### config.mk
export PLATFORM = sky130hd
export DESIGN_NAME = voice_allocator
export DESIGN_NICKNAME = d
export VERILOG_FILES = /design/src/rtl/voice_allocator.sv
export SDC_FILE = /design/constraint.sdc
export NUM_CORES = 1
export LEC_CHECK = 0
export BUFFER_PORTS_ARGS = -buffer_cell sky130_fd_sc_hd__buf_2
export CORE_MARGIN = 1
export CORE_UTILIZATION = 40
export DETAILED_ROUTE_END_ITERATION = 6
export PLACE_DENSITY_LB_ADDON = 0.08
export SLEW_MARGIN = 20
export SYNTH_ARGS = -nofsm -noshare
export SYNTH_HDL_FRONTEND = slang
export SYNTH_SLANG_ARGS = --single-unit
### constraint.sdc
create_clock -name Clk -period 3.2 [get_ports Clk]
set_input_delay 0.64 -clock Clk [delete_from_list [all_inputs] [get_ports Clk]]
set_output_delay 0.64 -clock Clk [all_outputs]
set_load 0.02 [all_outputs]
### src/rtl/voice_allocator.sv
// Polyphonic voice allocator: captures a MIDI note event, scans the voices one per cycle, then commits.
// Optional voice stealing is enabled by defining VOICE_ALLOC_STEAL_EN.
module voice_allocator #(
  parameter int NUM_VOICES = 4,
  parameter int AGE_W      = 8
) (
  input  logic                    Clk,
  input  logic                    Reset_n,
  input  logic                    EvValid,
  output logic                    EvReady,
  input  logic                    EvNoteOn,
  input  logic [6:0]              EvPitch,
  input  logic [6:0]              EvVelocity,
  output logic [16*NUM_VOICES-1:0] VoiceKey,
  output logic [NUM_VOICES-1:0]   VoiceActive,
  output logic                    StealPulse
);

  localparam int IDX_W = (NUM_VOICES > 1) ? $clog2(NUM_VOICES) : 1;
  typedef logic [IDX_W-1:0] idx_t;
  localparam idx_t LAST_IDX = idx_t'(NUM_VOICES - 1);
  localparam logic [AGE_W-1:0] AGE_MAX = '1;

  typedef enum logic [1:0] {IDLE, SEARCH, COMMIT} state_t;
  state_t state, state_next;

  logic [6:0]       v_pitch [NUM_VOICES];
  logic [6:0]       v_vel   [NUM_VOICES];
  logic [AGE_W-1:0] v_age   [NUM_VOICES];
  logic [NUM_VOICES-1:0] v_gate;

  logic       ev_on;
  logic [6:0] ev_pitch;
  logic [6:0] ev_vel;
  idx_t       scan_idx;
  logic       match_hit, free_hit;
  idx_t       match_idx, free_idx;
`ifdef VOICE_ALLOC_STEAL_EN
  logic             old_hit;
  idx_t             old_idx;
  logic [AGE_W-1:0] old_age;
  logic             do_steal;
`endif

  logic accept;
  logic do_write, do_clear;
  idx_t tgt_idx;

  assign EvReady = (state == IDLE);
  assign accept  = EvValid && (state == IDLE);

  always_ff @(posedge Clk or negedge Reset_n) begin
    if (!Reset_n) state <= IDLE;
    else          state <= state_next;
  end

  // NOTE: every signal written in always_comb gets a default first, so no path can infer a latch.
  always_comb begin
    state_next = state;
    case (state)
      IDLE:    if (EvValid) state_next = SEARCH;
      SEARCH:  if (scan_idx == LAST_IDX) state_next = COMMIT;
      COMMIT:  state_next = IDLE;
      default: state_next = IDLE;
    endcase
  end

  // Event capture and the running per-voice scan results.
  always_ff @(posedge Clk or negedge Reset_n) begin
    if (!Reset_n) begin
      ev_on     <= 1'b0;
      ev_pitch  <= '0;
      ev_vel    <= '0;
      scan_idx  <= '0;
      match_hit <= 1'b0;
      match_idx <= '0;
      free_hit  <= 1'b0;
      free_idx  <= '0;
`ifdef VOICE_ALLOC_STEAL_EN
      old_hit   <= 1'b0;
      old_idx   <= '0;
      old_age   <= '0;
`endif
    end else if (accept) begin
      ev_on     <= EvNoteOn && (EvVelocity != 7'd0);
      ev_pitch  <= EvPitch;
      ev_vel    <= EvVelocity;
      scan_idx  <= '0;
      match_hit <= 1'b0;
      free_hit  <= 1'b0;
`ifdef VOICE_ALLOC_STEAL_EN
      old_hit   <= 1'b0;
`endif
    end else if (state == SEARCH) begin
      scan_idx <= scan_idx + idx_t'(1);
      if (v_gate[scan_idx] && (v_pitch[scan_idx] == ev_pitch) && !match_hit) begin
        match_hit <= 1'b1;
        match_idx <= scan_idx;
      end
      if (!v_gate[scan_idx] && !free_hit) begin
        free_hit <= 1'b1;
        free_idx <= scan_idx;
      end
`ifdef VOICE_ALLOC_STEAL_EN
      // Strict compare keeps the lowest index among equally old voices.
      if (v_gate[scan_idx] && (!old_hit || (v_age[scan_idx] > old_age))) begin
        old_hit <= 1'b1;
        old_idx <= scan_idx;
        old_age <= v_age[scan_idx];
      end
`endif
    end
  end

  always_comb begin
    do_write = 1'b0;
    do_clear = 1'b0;
    tgt_idx  = match_idx;
`ifdef VOICE_ALLOC_STEAL_EN
    do_steal = 1'b0;
`endif
    if (state == COMMIT) begin
      if (ev_on) begin
        if (match_hit) begin
          do_write = 1'b1;
          tgt_idx  = match_idx;
        end else if (free_hit) begin
          do_write = 1'b1;
          tgt_idx  = free_idx;
        end
`ifdef VOICE_ALLOC_STEAL_EN
        else if (old_hit) begin
          do_write = 1'b1;
          do_steal = 1'b1;
          tgt_idx  = old_idx;
        end
`endif
      end else if (match_hit) begin
        do_clear = 1'b1;
        tgt_idx  = match_idx;
      end
    end
  end

  // NOTE: the voice table is a register array, not RAM, so it is cleared by reset like any other state.
  always_ff @(posedge Clk or negedge Reset_n) begin
    if (!Reset_n) begin
      v_gate <= '0;
      for (int i = 0; i < NUM_VOICES; i++) begin
        v_pitch[i] <= '0;
        v_vel[i]   <= '0;
        v_age[i]   <= '0;
      end
    end else begin
      for (int i = 0; i < NUM_VOICES; i++) begin
        if (do_write) begin
          if (idx_t'(i) == tgt_idx) begin
            v_pitch[i] <= ev_pitch;
            v_vel[i]   <= ev_vel;
            v_gate[i]  <= 1'b1;
            v_age[i]   <= '0;
          end else if (v_gate[i] && (v_age[i] != AGE_MAX)) begin
            v_age[i] <= v_age[i] + AGE_W'(1);
          end
        end else if (do_clear && (idx_t'(i) == tgt_idx)) begin
          v_gate[i] <= 1'b0;
          v_vel[i]  <= '0;
        end
      end
    end
  end

`ifdef VOICE_ALLOC_STEAL_EN
  always_ff @(posedge Clk or negedge Reset_n) begin
    if (!Reset_n) StealPulse <= 1'b0;
    else          StealPulse <= do_steal;
  end
`else
  assign StealPulse = 1'b0;
`endif

  always_comb begin
    VoiceKey = '0;
    for (int i = 0; i < NUM_VOICES; i++) begin
      VoiceKey[16*i +: 16] = {1'b0, v_pitch[i], v_gate[i], v_vel[i]};
    end
  end

  assign VoiceActive = v_gate;

endmodule

# == Word-level counts from Yosys, hierarchy flattened ==
# Index checks and enable logic that the tools add are counted.
# totals
regBits,85
input_bits,18
output_inout_bits,70
# op_classes
addsub,1
n_lt_le_gt_ge,2
eq_ne,13
mux,51
n_bitwise,2
n_reduce_logical,35
# op_table
cell,count
2-to-1 mux 7 bit,14
2-to-1 mux 1 bit,26
AND reduction 2 bit,11
2-to-1 mux 2 bit,8
binary-select mux 7 bit (select 2 bit),1
nonzero test 2 bit,7
logical AND 1 bit,9
inequality test 2 x 1 -> 1 bit (second input constant),4
== test 7 bit,1
nonzero test 7 bit,1
AND reduction 3 bit,2
== test 2 bit (first input constant),2
== test 2 bit (second input constant),2
logical NOT 2 bit,2
inequality test 2 bit (second input constant),2
one-hot mux 2 bit (2 select lines),1
greater-or-equal comparator 3 bit (second input constant),1
logical NOT 1 bit,3
less-than comparator 2 x 3 -> 1 bit (second input constant),1
NOT 2 -> 3 bit,1
adder 2 x 1 -> 2 bit (second input constant),1
binary-select mux 1 bit (select 2 bit),1
== test 1 x 2 -> 1 bit (first input constant),1
== test 2 x 1 -> 1 bit (second input constant),1
NOT 1 bit,1

# == Depth between registers and ports, before layout ==
# logic_depth
depth_word,10
mapped_depth,8

# == Worst setup path after synthesis ==
# Ideal clock, no wire load.
# synth_path
path_type,flip-flop to flip-flop
start,reg scan_idx[0]
end,reg match_idx[0]
arrival_ns,2.164
t_required_ns,3.072
setup_slack_ns,0.909
path_stages_with_launch,8
period_less_slack_ns,2.291
path_cell_list,dfrtp_1 -> buf_6 -> mux4_2 -> xor2_1 -> nor4b_4 -> o21ai_2 -> a2111oi_4 -> mux2_1
# synth_between
elab_chain_len,8
# synth_rtl
item,line,text
start: declaration,35,idx_t scan_idx;
start signal: assignment,95,scan_idx <= scan_idx + idx_t'(1);
NOT 2 -> 3 bit (not written as such),96,if (v_gate[scan_idx] && (v_pitch[scan_idx] == ev_pitch) && !match_hit) begin
binary-select mux 7 bit (select 2 bit),96,
2-to-1 mux 7 bit (not written as such) (2 in a row),96,
== test 7 bit,96,
logical AND 1 bit (2 in a row),96,
AND reduction 3 bit (no source line),--,
end signal: assignment,98,match_idx <= scan_idx;
end: declaration,37,"idx_t match_idx, free_idx;"
# Several ways; a longest one is shown, not always the timed one. The select of a mux whose other input is x is not followed.
# A chain may end at the register's enable or synchronous reset.

# == Worst setup path after layout ==
# layout_path
start,reg scan_idx[1]
end,reg match_idx[0]
# layout_between
elab_chain_len,8
# layout_rtl
item,line
NOT 2 -> 3 bit (not written as such),96
binary-select mux 7 bit (select 2 bit),96
2-to-1 mux 7 bit (not written as such) (2 in a row),96
== test 7 bit,96
logical AND 1 bit * (2 in a row),96
AND reduction 3 bit (no source line) *,--
# Mark *: on every way between the ends. The rest lies on a longest branch, timed or not. The select of a mux whose other input is x is not followed.

==> impl_metrics.json <==
{
  "synth_top_area_share_pct": 56.3,
  "ys_warn_count": 0,
  "drt-initial-drc-count": 66,
  "hpwl_mm": 5.87,
  "ys_ff_latch": 85,
  "crit_required_ns": 3.44,
  "hp-class": "in2async",
  "setup_viol_count_final": 0,
  "ys.flop_type": "dfrtp_1",
  "first_global_vias": 2560,
  "gp_congestion": 0.730,
  "postCtsSetupRepairBufs": 0,
  "cts_buffers": 9,
  "diodes": 0,
  "dp.cells": 519,
  "setup_tns_ns": 0,
  "wl_met3_um": 338,
  "path_cells": "mux4_2, xor2_1, nor4b_4, o21ai_2, a2111oi_4, mux2_1",
  "min_period_ns": 2.55,
  "period_share_pct": 79.8,
  "cts_tree": "built",
  "clock_sinks": 85,
  "layout_setup_ws_ns": 0.647,
  "r2r_slack_ns": 0.65,
  "ys_seq_area_share_pct": 56.3,
  "synth_area_mm2": 0.00378,
  "wl_per_cell_um": 15.8,
  "via_count": 2676,
  "rr_startpoint": "scan_idx[1]",
  "post-synth-top-count-cell": "nand2_1",
  "worst_pin_slew_ns": 0.787,
  "cp.arrival_ns": 2.79,
  "p_per_area_mw_per_mm2": 689,
  "crit_path_end_kind": "flop",
  "viasPerCell": 5.00,
  "grt-ovfl-total": 0,
  "cts_hold_buf": 0,
  "synth_area_leader_cell": "dfrtp_1",
  "critical_path.reg2reg.endpoint": "match_idx[0]",
  "cpPeakStageDelay_ns": 0.75,
  "drive_gt1_share_pct": 33.7,
  "h-tree-depth": 3,
  "final_nets": 438,
  "cts_resized": 0,
  "cp_max_fo": 14,
  "syn_avg_cell_area_um2": 11.2,
  "final_cells": 535,
  "drc": 0,
  "port_buffers": 82,
  "finalMaxSlewViolations": 0,
  "cap_violations": 0,
  "hold_violations": 0,
  "wirelength_mm": 8.43,
  "synth.area.top_cells": "dfrtp_1, mux2_2, nand2_1",
  "die_h_um": 99.2,
  "synth_edf_count": 0,
  "clk_latency_ns": 0.36,
  "crit_family": "multiplexers",
  "grt_max_degree": 48,
  "synth_cell_types": 40,
  "ios": 88,
  "cts_root_buf": "clkbuf_8",
  "first_pass_iters": 4,
  "leakage_nw": 2.34,
  "syn2layout_area_growth_pct": 18.2,
  "grt_pass1_wl_mm": 13.5,
  "irDropWorstVdd_v": 0.000274,
  "startpoint_type": "flop",
  "finalClockSkew_ns": 0.00936,
  "finalPower_mw": 3.08,
  "path_buf_inv": 0,
  "rsz0062_at_grt": "no",
  "wl_met2_mm": 4.22,
  "routed.top_layer": "met4",
  "yosys-top-cells-count": "nand2_1, dfrtp_1, mux2_2, o21ai_0, mux2i_1",
  "critPathKind": "reg2reg",
  "antenna_found_initial": 0,
  "syn_inst": 339,
  "async_flop_share_pct": 100,
  "crit_cells": 6,
  "cpMaxStageDelayCell": "dfrtp_1",
  "utilization_pct": 48.6,
  "core_mm2": 0.00920,
  "timing.fmax_mhz": 392,
  "start_util_pct": 41.1,
  "wl_met1_mm": 3.79,
  "die_width_um": 99.2,
  "die_area_mm2": 0.00985,
  "cts_buffer_depth": 2,
  "outcome": "finished, final reports clean",
  "timing.slew.headroom_pct": 47.4,
  "clk_pin_slew_worst_paths_ns": 0.09,
  "grt.total_usage_pct": 18.2,
  "ant_nets": 0,
  "rows": 35,
  "r2r_cells": 6,
  "dp_slack_ns": 0.652
}
==> layer usage <==
layer / vias up / GRT usage [%]
met5: - / 0
met2: 64 / 31.0
met4: 0 / 5.43
met3: 8 / 4.01
met1: 1325 / 23.1
li1: 1279 / -
==> how the worst max path moves through the flow <==
stage | start | endpoint | slack [ns]
6_report | scan_idx[1] | match_idx[0] | 0.65
3_3_place_gp | scan_idx[1] | match_idx[1] | 0.67
5_1_grt | scan_idx[1] | match_idx[0] | 0.51
2_1_floorplan | scan_idx[0] | match_idx[0] | 0.91
4_1_cts | scan_idx[1] | match_idx[0] | 0.62
3_5_place_dp | scan_idx[0] | match_idx[0] | 0.65
==> logic make-up after synthesis <==
logic type / after synthesis / share of synthesized area, %
compound gates: 37 / 6.22
xor+xnor: 11 / 2.55
fa+ha+maj: 1 / 0.331
buf+inv: 34 / 4.60
flops: 85 / 56.3
mux: 56 / 16.6
other cells: 1 / 0.0992
simple gates: 114 / 13.3
==> metrics by stage <==
step	cell area, µm²	hold slack [ns]
floorplan	3800	0.344
global placement	4270	0.457
detailed placement	4270	0.462
CTS	4470	0.258
global route	4470	0.266
finish	4470	0.239
==> final cells by class <==
cell class / instances / area, µm²
clock buffer: 9 / 124
clock inverter: 7 / 73.8
fill: 916 / 4730
inverter: 11 / 41.3
multi-input combinational: 224 / 1500
sequential: 85 / 2130
tap: 111 / 139
timing repair buffer: 88 / 470
==> cell usage in the layout, fill, tap and decap left out, types with 6 or more instances in the layout <==
cell type / count
clkbuf_8: 9
nor2_1: 6
xor2_1: 6
mux2_2: 30
mux2i_1: 22
dfrtp_1: 85
inv_1: 11
buf_2: 81
o21ai_0: 24
buf_4: 6
nand2_1: 89
==> worst reg2reg max path, stage by stage, from the launching register on <==
cell       delay (ns)
dfrtp_1          0.75
mux4_2           0.41
xor2_1           0.18
nor4b_4          0.24
o21ai_2          0.10
a2111oi_4        0.40
mux2_1           0.36
==> where the power goes <==
part           switching, mW  internal [mW]
sequential             0.254           1.26
combinational          0.437          0.360
clock                  0.408          0.365
==> flip-flops by register name, summed over array words and instances, names as in the netlist <==
signal	count
free_idx	2
free_hit	1
ev_on	1
match_idx	2
scan_idx	2
VoiceKey	56
VoiceActive	4
state	2
ev_vel	7
match_hit	1
ev_pitch	7
(Power assumes the default switching activity.)
